===== src/rtl/rng_arb_pkg.sv =====
// Shared types and widths for the RNG share arbiter.
//   state_t : arbiter FSM states
//   RNG_W   : width of the random value
//   PTR_W   : round-robin pointer / grant index width (covers up to 8 channels)
//   CNT_W   : wait counter width (covers LAT up to 4)
//   RETRY_W : re-roll counter width
package rng_arb_pkg;

    typedef enum logic [1:0] {
        S_IDLE,
        S_STEP,
        S_WAIT,
        S_DELIVER
    } state_t;

    localparam int RNG_W   = 4;
    localparam int PTR_W   = 3;
    localparam int CNT_W   = 3;
    localparam int RETRY_W = 4;

endpackage


===== src/rtl/rr_pick.sv =====
// Combinational round-robin picker.
//   req : request vector
//   ptr : channel with highest priority this round
//   gnt : one-hot grant of the first requester at/after ptr, wrapping
//   any : at least one request present
module rr_pick
    import rng_arb_pkg::*;
#(
    parameter int NREQ = 2
) (
    input  logic [NREQ-1:0]  req,
    input  logic [PTR_W-1:0] ptr,
    output logic [NREQ-1:0]  gnt,
    output logic             any
);

    // Scan offsets 0..NREQ-1 from ptr; the first live requester wins.
    always_comb begin
        gnt = '0;
        any = 1'b0;
        for (int i = 0; i < NREQ; i++) begin
            for (int k = 0; k < NREQ; k++) begin
                if (!any && k == (int'(ptr) + i) % NREQ && req[k]) begin
                    gnt[k] = 1'b1;
                    any    = 1'b1;
                end
            end
        end
    end

endmodule


===== src/rtl/rng_share_arbiter.sv =====
// Shares one 4-bit LFSR among NREQ channels: round-robin grant, one-cycle
// LFSR step strobe, LAT-cycle settle wait, then valid/ack delivery of the
// sampled value to the granted channel.
//   i_clk, i_rst_n : clock, asynchronous active-low reset
//   i_req  : level request per channel, held until ack or abandon
//   i_ack  : per-channel accept of the delivered value
//   i_lfsr : current LFSR output
//   o_step : one-cycle LFSR advance strobe
//   o_gnt  : one-hot grant, held for the whole transaction
//   o_valid, o_data : delivered value for the granted channel
//   o_busy : a transaction is in flight
// Optional feature macro: RNG_ARB_NO_REPEAT_EN -- re-roll (up to MAX_RETRY
// times) when the sample equals the last value delivered to that channel.
module rng_share_arbiter
    import rng_arb_pkg::*;
#(
    parameter int NREQ      = 2,
    parameter int LAT       = 1,
    parameter int MAX_RETRY = 3
) (
    input  logic             i_clk,
    input  logic             i_rst_n,
    input  logic [NREQ-1:0]  i_req,
    input  logic [NREQ-1:0]  i_ack,
    input  logic [RNG_W-1:0] i_lfsr,
    output logic             o_step,
    output logic [NREQ-1:0]  o_gnt,
    output logic             o_valid,
    output logic [RNG_W-1:0] o_data,
    output logic             o_busy
);

    state_t             state;
    logic [PTR_W-1:0]   ptr;
    logic [PTR_W-1:0]   gidx;
    logic [PTR_W-1:0]   pick_idx;
    logic [PTR_W-1:0]   ptr_next;
    logic [CNT_W-1:0]   cnt;
    logic [RETRY_W-1:0] retry;
    logic [NREQ-1:0]    pick_gnt;
    logic               pick_any;
    logic               req_g;
    logic               ack_g;
    logic               repeat_hit;

    rr_pick #(.NREQ(NREQ)) u_pick (
        .req (i_req),
        .ptr (ptr),
        .gnt (pick_gnt),
        .any (pick_any)
    );

    always_comb begin
        pick_idx = '0;
        for (int i = 0; i < NREQ; i++) begin
            if (pick_gnt[i]) pick_idx = PTR_W'(i);
        end
    end

    assign req_g    = |(i_req & o_gnt);
    assign ack_g    = |(i_ack & o_gnt);
    assign ptr_next = (int'(gidx) == NREQ - 1) ? '0 : gidx + PTR_W'(1);
    assign o_busy   = (state != S_IDLE);

`ifdef RNG_ARB_NO_REPEAT_EN
    logic [NREQ-1:0][RNG_W-1:0] last;

    always_comb begin
        repeat_hit = 1'b0;
        for (int i = 0; i < NREQ; i++) begin
            if (int'(gidx) == i && i_lfsr == last[i]) repeat_hit = 1'b1;
        end
    end

    // Only a completed delivery (ack) counts as "last delivered".
    always_ff @(posedge i_clk or negedge i_rst_n) begin
        if (!i_rst_n) begin
            last <= '0;
        end else if (state == S_DELIVER && ack_g) begin
            for (int i = 0; i < NREQ; i++) begin
                if (int'(gidx) == i) last[i] <= o_data;
            end
        end
    end
`else
    assign repeat_hit = 1'b0;
`endif

    always_ff @(posedge i_clk or negedge i_rst_n) begin
        if (!i_rst_n) begin
            state   <= S_IDLE;
            ptr     <= '0;
            gidx    <= '0;
            cnt     <= '0;
            retry   <= '0;
            o_step  <= 1'b0;
            o_gnt   <= '0;
            o_valid <= 1'b0;
            o_data  <= '0;
        end else begin
            o_step <= 1'b0;
            // Ack completes a delivery even if the request drops in the same
            // cycle; otherwise a dropped request abandons the transaction.
            // Either way the pointer moves past the granted channel.
            if (state != S_IDLE && ((state == S_DELIVER && ack_g) || !req_g)) begin
                o_gnt   <= '0;
                o_valid <= 1'b0;
                ptr     <= ptr_next;
                state   <= S_IDLE;
            end else begin
                case (state)
                    S_IDLE: begin
                        if (pick_any) begin
                            o_gnt  <= pick_gnt;
                            gidx   <= pick_idx;
                            retry  <= '0;
                            o_step <= 1'b1;
                            state  <= S_STEP;
                        end
                    end
                    S_STEP: begin
                        cnt   <= CNT_W'(LAT);
                        state <= S_WAIT;
                    end
                    S_WAIT: begin
                        if (cnt == CNT_W'(1)) begin
                            if (repeat_hit && int'(retry) < MAX_RETRY) begin
                                retry  <= retry + RETRY_W'(1);
                                o_step <= 1'b1;
                                state  <= S_STEP;
                            end else begin
                                o_data  <= i_lfsr;
                                o_valid <= 1'b1;
                                state   <= S_DELIVER;
                            end
                        end else begin
                            cnt <= cnt - CNT_W'(1);
                        end
                    end
                    default: ; // S_DELIVER: hold until ack or abandon
                endcase
            end
        end
    end

endmodule


===== config.mk =====
export PLATFORM = sky130hd
export DESIGN_NAME = rng_share_arbiter
export DESIGN_NICKNAME = d
export VERILOG_FILES = /design/src/rtl/rng_arb_pkg.sv /design/src/rtl/rr_pick.sv /design/src/rtl/rng_share_arbiter.sv
export SDC_FILE = /design/constraint.sdc
export NUM_CORES = 1
export LEC_CHECK = 0
export ABC_AREA = 1
export CAP_MARGIN = 0
export CORE_MARGIN = 2
export CORE_UTILIZATION = 50
export CTS_BUF_LIST = sky130_fd_sc_hd__clkbuf_8 sky130_fd_sc_hd__clkbuf_16
export DETAILED_ROUTE_END_ITERATION = 12
export PLACE_DENSITY = 0.79
export SETUP_SLACK_MARGIN = 0.02
export SLEW_MARGIN = 25
export SYNTH_ARGS = -nofsm -noshare
export SYNTH_HDL_FRONTEND = slang
export SYNTH_SLANG_ARGS = --single-unit

===== constraint.sdc =====
create_clock -name i_clk -period 3.6 [get_ports i_clk]
set_input_delay 0.72 -clock i_clk [delete_from_list [all_inputs] [get_ports i_clk]]
set_output_delay 0.72 -clock i_clk [all_outputs]
set_load 0.05 [all_outputs]

# Word level (Yosys, flattened, before mapping)
# Index checks and enable logic that the tools add are counted.
dict set report classes {
  addsub 3
  n_mul 0
  div_mod_pow 0
  magnitude_cmp 0
  n_eq_ne 9
  shifts 0
  muxes 24
  n_bitwise 4
  reduce_logical 32
}
# cell count
set op_table {}
lappend op_table {{32-bit zero test} 2}
lappend op_table {{1-bit 2-to-1 mux} 15}
lappend op_table {{2-bit 2-to-1 mux} 6}
lappend op_table {{3-bit AND reduction} 4}
lappend op_table {{2-bit nonzero test} 6}
lappend op_table {{1-bit logical AND} 9}
lappend op_table {{3-bit != test, second input constant} 2}
lappend op_table {{2-bit case mux with 3 select lines} 1}
lappend op_table {{3-bit case mux with 2 select lines} 1}
lappend op_table {{2-bit AND} 2}
lappend op_table {{2-bit equality test, second input constant} 2}
lappend op_table {{1-bit zero test} 4}
lappend op_table {{2-bit AND reduction} 2}
lappend op_table {{4-bit nonzero test} 1}
lappend op_table {{2-bit OR reduction} 2}
lappend op_table {{3-bit by 1-bit equality test with 1-bit output, second input constant} 1}
lappend op_table {{3-bit 2-to-1 mux} 1}
lappend op_table {{3-bit by 1-bit subtractor with 3-bit output, second input constant} 1}
lappend op_table {{1-bit adder, second input constant} 2}
lappend op_table {{2-bit by 1-bit equality test with 1-bit output, second input constant} 1}
lappend op_table {{2-bit equality test, first input constant} 1}
lappend op_table {{2-bit zero test} 1}
lappend op_table {{2-bit != test, second input constant} 1}
lappend op_table {{1-bit AND, first input constant} 1}
lappend op_table {{other kinds (3)} 3}
dict set report totals {
  reg_bits 15
  latch_bits 0
  mem_bits_rw 0
  romBits 0
  output_inout_bits 9
  word_cells 80
  memories 0
}

# Depth between registers and ports, before layout
dict set report depth {
  ltp_word 18
  depth_mapped 9
  mapped_depth_nobuf 9
}

# Hierarchy
# From an unflattened synthesis, not the netlist that was laid out.
dict set report hier_totals {
  hier_cells 97
  hier_area_um2 793.3
}
# module instances cells_each area_each_um2
set by_module_without_submodules {}
lappend by_module_without_submodules {rng_share_arbiter 1 91 768.2}
lappend by_module_without_submodules {rr_pick 1 6 25.0}

# Worst setup path before layout
# No wires, ideal clock.
dict set report synth_timing {
  path_type {reg2out}
  start {register state[0]}
  end {output port o_busy}
  arrival_time_ns 1.076
  required_ns 2.880
  slack_ns 1.804
  path_stages_with_launch 4
  cell_sequence {dfrtp_1 inv_1 ha_1 inv_1}
}
dict set report synth_between {
  elab_chain_cells 1
}
# item line
set synth_rtl {}
lappend synth_rtl {{from (decl)} rng_share_arbiter.sv:33} ;# state_t state;
lappend synth_rtl {{from (signal assigned)} rng_share_arbiter.sv:91} ;# state <= S_IDLE;
lappend synth_rtl {{from (signal assigned)} rng_share_arbiter.sv:109} ;# state <= S_IDLE;
lappend synth_rtl {{from (signal assigned)} rng_share_arbiter.sv:118} ;# state <= S_STEP;
lappend synth_rtl {{2-bit nonzero test} rng_share_arbiter.sv:63} ;# assign o_busy = (state != S_IDLE);
lappend synth_rtl {{to (decl)} rng_share_arbiter.sv:30} ;# output logic o_busy
# Every way passes these cells.

# Worst setup path after layout
# Ends and elaborated chain as after synthesis.

==> flow_summary.rst <==
.. list-table::
   :header-rows: 1

   * - Metric
     - Value
   * - Unrepaired setup endpoints after global routing
     - no
   * - Detailed-route DRC error count
     - 0
   * - Crit path time final
     - roughly 2700 ps
   * - Reg2reg end
     - o_data[1]
   * - Rel. slew slack
     - 0.554
   * - Critical Path Source Type
     - flop
   * - Die outline width
     - ~44 um
   * - Count of input and output buffers
     - 18
   * - DIE HEIGHT
     - 43.5 um
   * - Switching power total
     - approximately 0.5 mW
   * - Count of maximum capacitance violations
     - 0
   * - Clock tree from TritonCTS
     - built
   * - Achievable clock frequency
     - approximately 370 MHz
   * - CP Cell Sequence
     - inv_1, ha_1, inv_1, clkdlybuf4s50_1
   * - CP max stage delay
     - about 830 ps
   * - Count of filler cells inserted in the layout
     - around 100
   * - H-tree lvl count
     - 1
   * - Result of the run
     - finished, final reports clean
   * - Area share of the largest cell type after synthesis
     - 0.481
   * - Post-detailed-route wirelength per cell
     - between 10 and 15 um
   * - Number of instances in the synthesized netlist
     - 93
   * - Kind of cell adding the most delay to the critical path
     - buffers and inverters
   * - Clock-pin transition on the worst setup and hold timing paths
     - about 60 ps
   * - Worst Setup End Kind
     - primary output
   * - Mean Syn Cell Area
     - between 8 and 9 um^2
   * - Total standard cell area after synthesis
     - between 700 and 800 um^2
   * - Cts-stage hold buffer count
     - 0
   * - Global Route Usage Sum
     - 0.194
   * - Worst setup path startpoint
     - state[0]
   * - Post-DP HPWL
     - around 1.2 mm
   * - Site row count
     - 14
   * - Global-route wire length before repair
     - roughly 2.7 mm
   * - Detailed-route vias per instance
     - 5.05
   * - Post-CTS sizing
     - 0
   * - Hold slack final
     - between 400 and 500 ps
   * - Worst ir drop on vdd
     - just under 0.5 mV
   * - Clock sink count
     - 15
   * - Utilization after layout
     - 0.682
   * - Setup Slack @ Placement
     - approximately 1200 ps
   * - Share of total power in the clock network
     - 0.134
   * - Cell count after placement
     - around 130
   * - Worst-path cell with the longest stage delay
     - clkdlybuf4s50_1
   * - Setup TNS
     - 0 ps
   * - Remaining antenna violation count after routing
     - 0
   * - Data arrival time of the worst path
     - approximately 2000 ps
   * - Die area
     - 1890 um^2
   * - Synthesis warning total
     - 0
   * - Ant. Diodes
     - 0
   * - Buf+Inv Stages, Crit Path
     - 3
   * - Post-CTS Setup Bufs
     - 0
   * - Initial antenna violation count
     - 0
   * - Synth unique cells
     - 16
   * - Post-DP Area
     - 970 um^2
   * - Hold path startpoint
     - gidx[0]
   * - Sequential standard cell area
     - about 380 um^2
   * - Ranking of synthesized cells by area
     - dfrtp_1, nand2_1, ha_1, nand3_1, inv_1
   * - Detailed Route WL
     - about 1.6 mm
   * - Fraction of the yosys area taken by sequential cells
     - 0.481
   * - Worst-skew pair later-pin latency
     - 250 ps
   * - Starting utilization of the core area
     - 0.524
   * - Internal Dissipation
     - around 0.52 mW
   * - Post-synthesis to final-layout area growth
     - 30.1%
   * - Crit path required time
     - around 2900 ps
   * - Most area-hungry cell type in the Yosys netlist
     - dfrtp_1
   * - Total core area
     - 1490 um^2
   * - Number of vias after detailed routing
     - 657
   * - Initial DRC Count
     - 8
   * - Number of endpoints failing setup at the final stage
     - 0
   * - GRT Residual Overflow
     - 0
   * - Slew Viols, Final
     - 0
   * - Combinational cell fraction of total power
     - 0.569
   * - Worst r2r src
     - state[0]
   * - Total non-filler cell area in the finished layout
     - 1020 um^2
   * - Number of cells in the finished layout apart from fillers
     - between 100 and 150
   * - Final weighted congestion of routability-driven global placement
     - 0.792
   * - Power per Cell Area
     - roughly 1000 nW/um^2
   * - Slew at the pin closest to its max-slew limit
     - between 600 and 700 ps
   * - First-pass DRT Iterations
     - 4
   * - Vias in the first global route
     - 661
   * - Setup CP Type
     - reg2out
   * - Hold Crit Class
     - reg2reg
   * - Post-route total power
     - between 1 and 1.5 mW
   * - Clock buffers created by TritonCTS
     - 3
   * - Register-to-register path setup slack
     - between 2000 and 2500 ps
   * - Maximum count of clock buffers along a single path
     - 2
   * - Static leakage
     - between 0.5 and 0.6 nW
   * - Setup slack after layout
     - about 870 ps
   * - Critical Path Fanout Max
     - 4
   * - Yosys reg bits
     - 15
   * - Seq pwr share
     - 0.297
   * - Final period util
     - 0.757
   * - Ports placed on the boundary
     - 19
   * - Hold Vio Cnt, Final
     - 0
   * - Worst clock skew on the final layout
     - approximately 0.77 ps
   * - Worst r2r path cells
     - 7
   * - Net count after synthesis
     - between 100 and 150
   * - Final-stage net count
     - 131
   * - Area of combinational cells with multiple inputs
     - 357 um^2
   * - Cell at the root of the clock tree
     - clkbuf_8
   * - CP most frequent cell
     - inv_1
   * - Capturing element of the worst setup path
     - o_busy
   * - Net Sw Frac
     - 0.490
   * - Pin count of the biggest net entering global routing
     - 16
   * - Share of post-route cells with drive strength above 1
     - 0.0702
   * - Crit path depth
     - 4
[state kept, by name, summed over array words and instances, names as in the netlist]
name and cells:
cnt 3, gidx 1, o_data 4, o_gnt 2, o_step 1, o_valid 1, ptr 1, state 2
[layout make-up]
type	count	share of cell area
clock buffer	3	0.0406
multi-input combinational	67	0.351
timing repair buffer	18	0.177
inverter	10	0.0369
clock inverter	1	0.00493
tap	16	0.0197
sequential	15	0.369
[cells in the final DEF, fill, tap and decap left out]
master / synthesis / routed
nand2_1: 37 / 37
nand2_4: 1 / 1
clkbuf_8: 0 / 3
dfrtp_1: 15 / 15
inv_1: 10 / 10
o21a_1: 1 / 1
o211ai_1: 1 / 1
clkinv_2: 0 / 1
ha_1: 6 / 6
xnor2_1: 1 / 1
o21ai_0: 4 / 4
nand2_2: 3 / 3
or2_1: 1 / 1
o21ai_1: 1 / 1
nand3_1: 9 / 9
nor2_1: 1 / 1
clkdlybuf4s50_1: 0 / 18
o2111ai_1: 1 / 1
[metal layers]
| metal | routed length (um) | GRT usage | vias up |
|---|---|---|---|
| met4 | 14 | 0.0788 | 0 |
| li1 | - | - | 337 |
| met2 | 753 | 0.331 | 15 |
| met3 | 83 | 0.0625 | 2 |
| met1 | 728 | 0.224 | 303 |
| met5 | 0 | 0 | - |
[cell usage after synthesis, drive strengths merged]
cell     count
nand2       41
dfrtp       15
or2          1
o21a         1
o2111ai      1
xnor2        1
nand3        9
inv         10
o21ai        5
nor2         1
buf          1
ha           6
o211ai       1
[power groups by stage]
stage	combinational (mW)	clock, mW	sequential (mW)
after detailed placement	0.582	0	0.306
final	0.584	0.138	0.304
after floorplan	0.305	0	0.429
after CTS	0.586	0.142	0.305
after global routing	0.647	0.148	0.315
after global placement	0.569	0	0.301
[worst reg2reg max path, stage by stage (launching register included)]
cell	delay [ps]
dfrtp_1	430
inv_1	120
ha_1	180
inv_1	70
nor2_1	320
nand2_1	190
nand2_1	90
nand2_1	50
[worst min path at each step]
stage               slack (ps)  endpoint  cells past startpoint
floorplan                  420    cnt[0]                      0
global placement           450    ptr[0]                      1
detailed placement         460    ptr[0]                      1
CTS                        470    ptr[0]                      1
global route               470    ptr[0]                      1
finish                     470    ptr[0]                      1
[cell families (layout without fill, tap and decap cells)]
family	count (synthesis)	count (layout)	synth area share
buf+inv	11	32	0.0625
xor+xnor	1	1	0.0112
compound gates	8	8	0.0625
flops	15	15	0.481
fa+ha+maj	6	6	0.0962
simple gates	52	52	0.287
Note: power is estimated with default switching activity, not from simulation.
==> RTL edit, RTL diff (same settings) <==
The option `RNG_ARB_NO_REPEAT_EN` is turned on by a define.
--- a/src/rtl/rng_share_arbiter.sv
+++ b/src/rtl/rng_share_arbiter.sv
@@ -11,6 +11,8 @@
 //   o_busy : a transaction is in flight
 // Optional feature macro: RNG_ARB_NO_REPEAT_EN -- re-roll (up to MAX_RETRY
 // times) when the sample equals the last value delivered to that channel.
+`define RNG_ARB_NO_REPEAT_EN
+
 module rng_share_arbiter
     import rng_arb_pkg::*;
 #(
Behaviour: not the same (Yosys sat finds a counterexample within 4 cycles, from zero or initial values and one cycle with i_rst_n low).
==> RTL edit against the original RTL <==
  * The flow now finishes with violations (design-rule violations)
  * Critical path depth unchanged
  * Die area up 83%
  * Setup slack got worse by 10 ps
  * Global-route usage down 0.086 points
  * Cell area increased by 75%
  * Via count increased by 79%
  * Power increased by 43%
  * Core utilization shrank 5.0 points
  * Synthesized area is 92% higher
  * First-iteration DRC count rose to 7.6 times the old value
  * Sequential cell count increased by 12
  * Sequential power up 68%
  * Routed wire length up 88%
  * Final cell count up 75%
==> RTL edit: results (changes against the original RTL) <==
Psw: 692 uW (+38%)
post-synthesis compound-gate area fraction: 13.5% (+7.2 points)
register area: 676 um2 (+80%)
Crit Path Max Fanout: 5 (+1)
Buffers excl. clock: 19 (+1)
met3 Track Usage GR: 2.86% (-3.4 points)
number of remaining DRC errors: 1 (+1)
fraction of synthesized area in multiplexers: 2.25% (+2.2 points)
worst skew pair latency: 270 ps (+20 ps)
Gate power share: 53.5% (-3.4 points)
layout cells sized above 1: 19.3% (+12 points)
status: finished with violations
violated checks: design-rule violations
xor-xnor portion of the synthesized cell area: 1.75% (+0.63 points)
nets: 215 (+64%)
Mapped Nets: 191 (+75%)
pre-CTS WS: 1180 ps (+8.62 ps)
DR iter-0 viols: 61 (+53)
Hold Slack: 488 ps (+17.1 ps)
Met3 Wirelength: 132 um (+59%)
largest net degree at the start of global routing: 28 (+12)
total number of vias: 1173 (+79%)
fillers: 240 (+130%)
clock skew: 1.79 ps (+1.03 ps)
met2 usage: 33.0% (-0.12 points)
Worst R2R Setup Slack: 1930 ps (-130 ps)
first drt pass iteration count: 8 (+4)
comb_multi_in: 122 (+82%)
area of the multi-input gates: 733 um2 (+110%)
Max-slew headroom: 67.0% (+12 points)
fin cells: 228 (+75%)
GRT Overall Usage: 19.3% (-0.086 points)
Hold Path Sink: retry[1]
largest registers: last x8, o_data x4, retry x4
Seq area share: 38.1% (+1.1 points)
met1 WL: 1.25 mm (+72%)
drt total wl: 2.97 mm (+88%)
first-pass GRT wire length: 5.04 mm (+85%)
Signal buf overhead: 10.6% (-7.2 points)
met1 Use GR: 24.4% (+2.0 points)
cells after synthesis: 174 (+87%)
Signal inverters: 25 (+15)
cell area after placement: 0.00173 mm2 (+78%)
vias in the first global route: 1141 (+73%)
hold path cells: 2 (+1)
commonest cells in the netlist: 48 x nand2_1, 27 x dfrtp_1, 16 x inv_1
met2 WL: 1.54 mm (+100%)
Sw Share: 47.3% (-1.6 points)
-- RTL edit: cell types whose count changed in the layout (fill, tap and decap cells not counted), sizes merged, moves of 12 or more --
cell / unedited run / this run
inv: 10 / 26
nand2: 41 / 56
nor2: 1 / 16
dfrtp: 15 / 27
o21ai: 5 / 17
-- RTL edit: logic make-up (layout without fill, tap and decap cells) --
kind of cell | Yosys count | count (layout)
AO/OA/AOI/OAI | 28 | 28
XOR/XNOR | 3 | 3
adder cells (fa/ha/maj) | 7 | 7
buffers and inverters | 25 | 48
flip-flops | 27 | 27
multiplexers | 3 | 3
AND/OR/NAND/NOR | 81 | 81
-- RTL edit: worst max path at each step --
stage | start | end | slack, ps | cells after the start
2_1_floorplan | state[0] | o_busy | 1930 | 3
3_3_place_gp | state[0] | o_busy | 1220 | 4
3_5_place_dp | state[0] | o_busy | 1180 | 4
4_1_cts | state[0] | o_busy | 860 | 4
5_1_grt | state[1] | o_busy | 770 | 4
6_report | state[1] | o_busy | 860 | 4
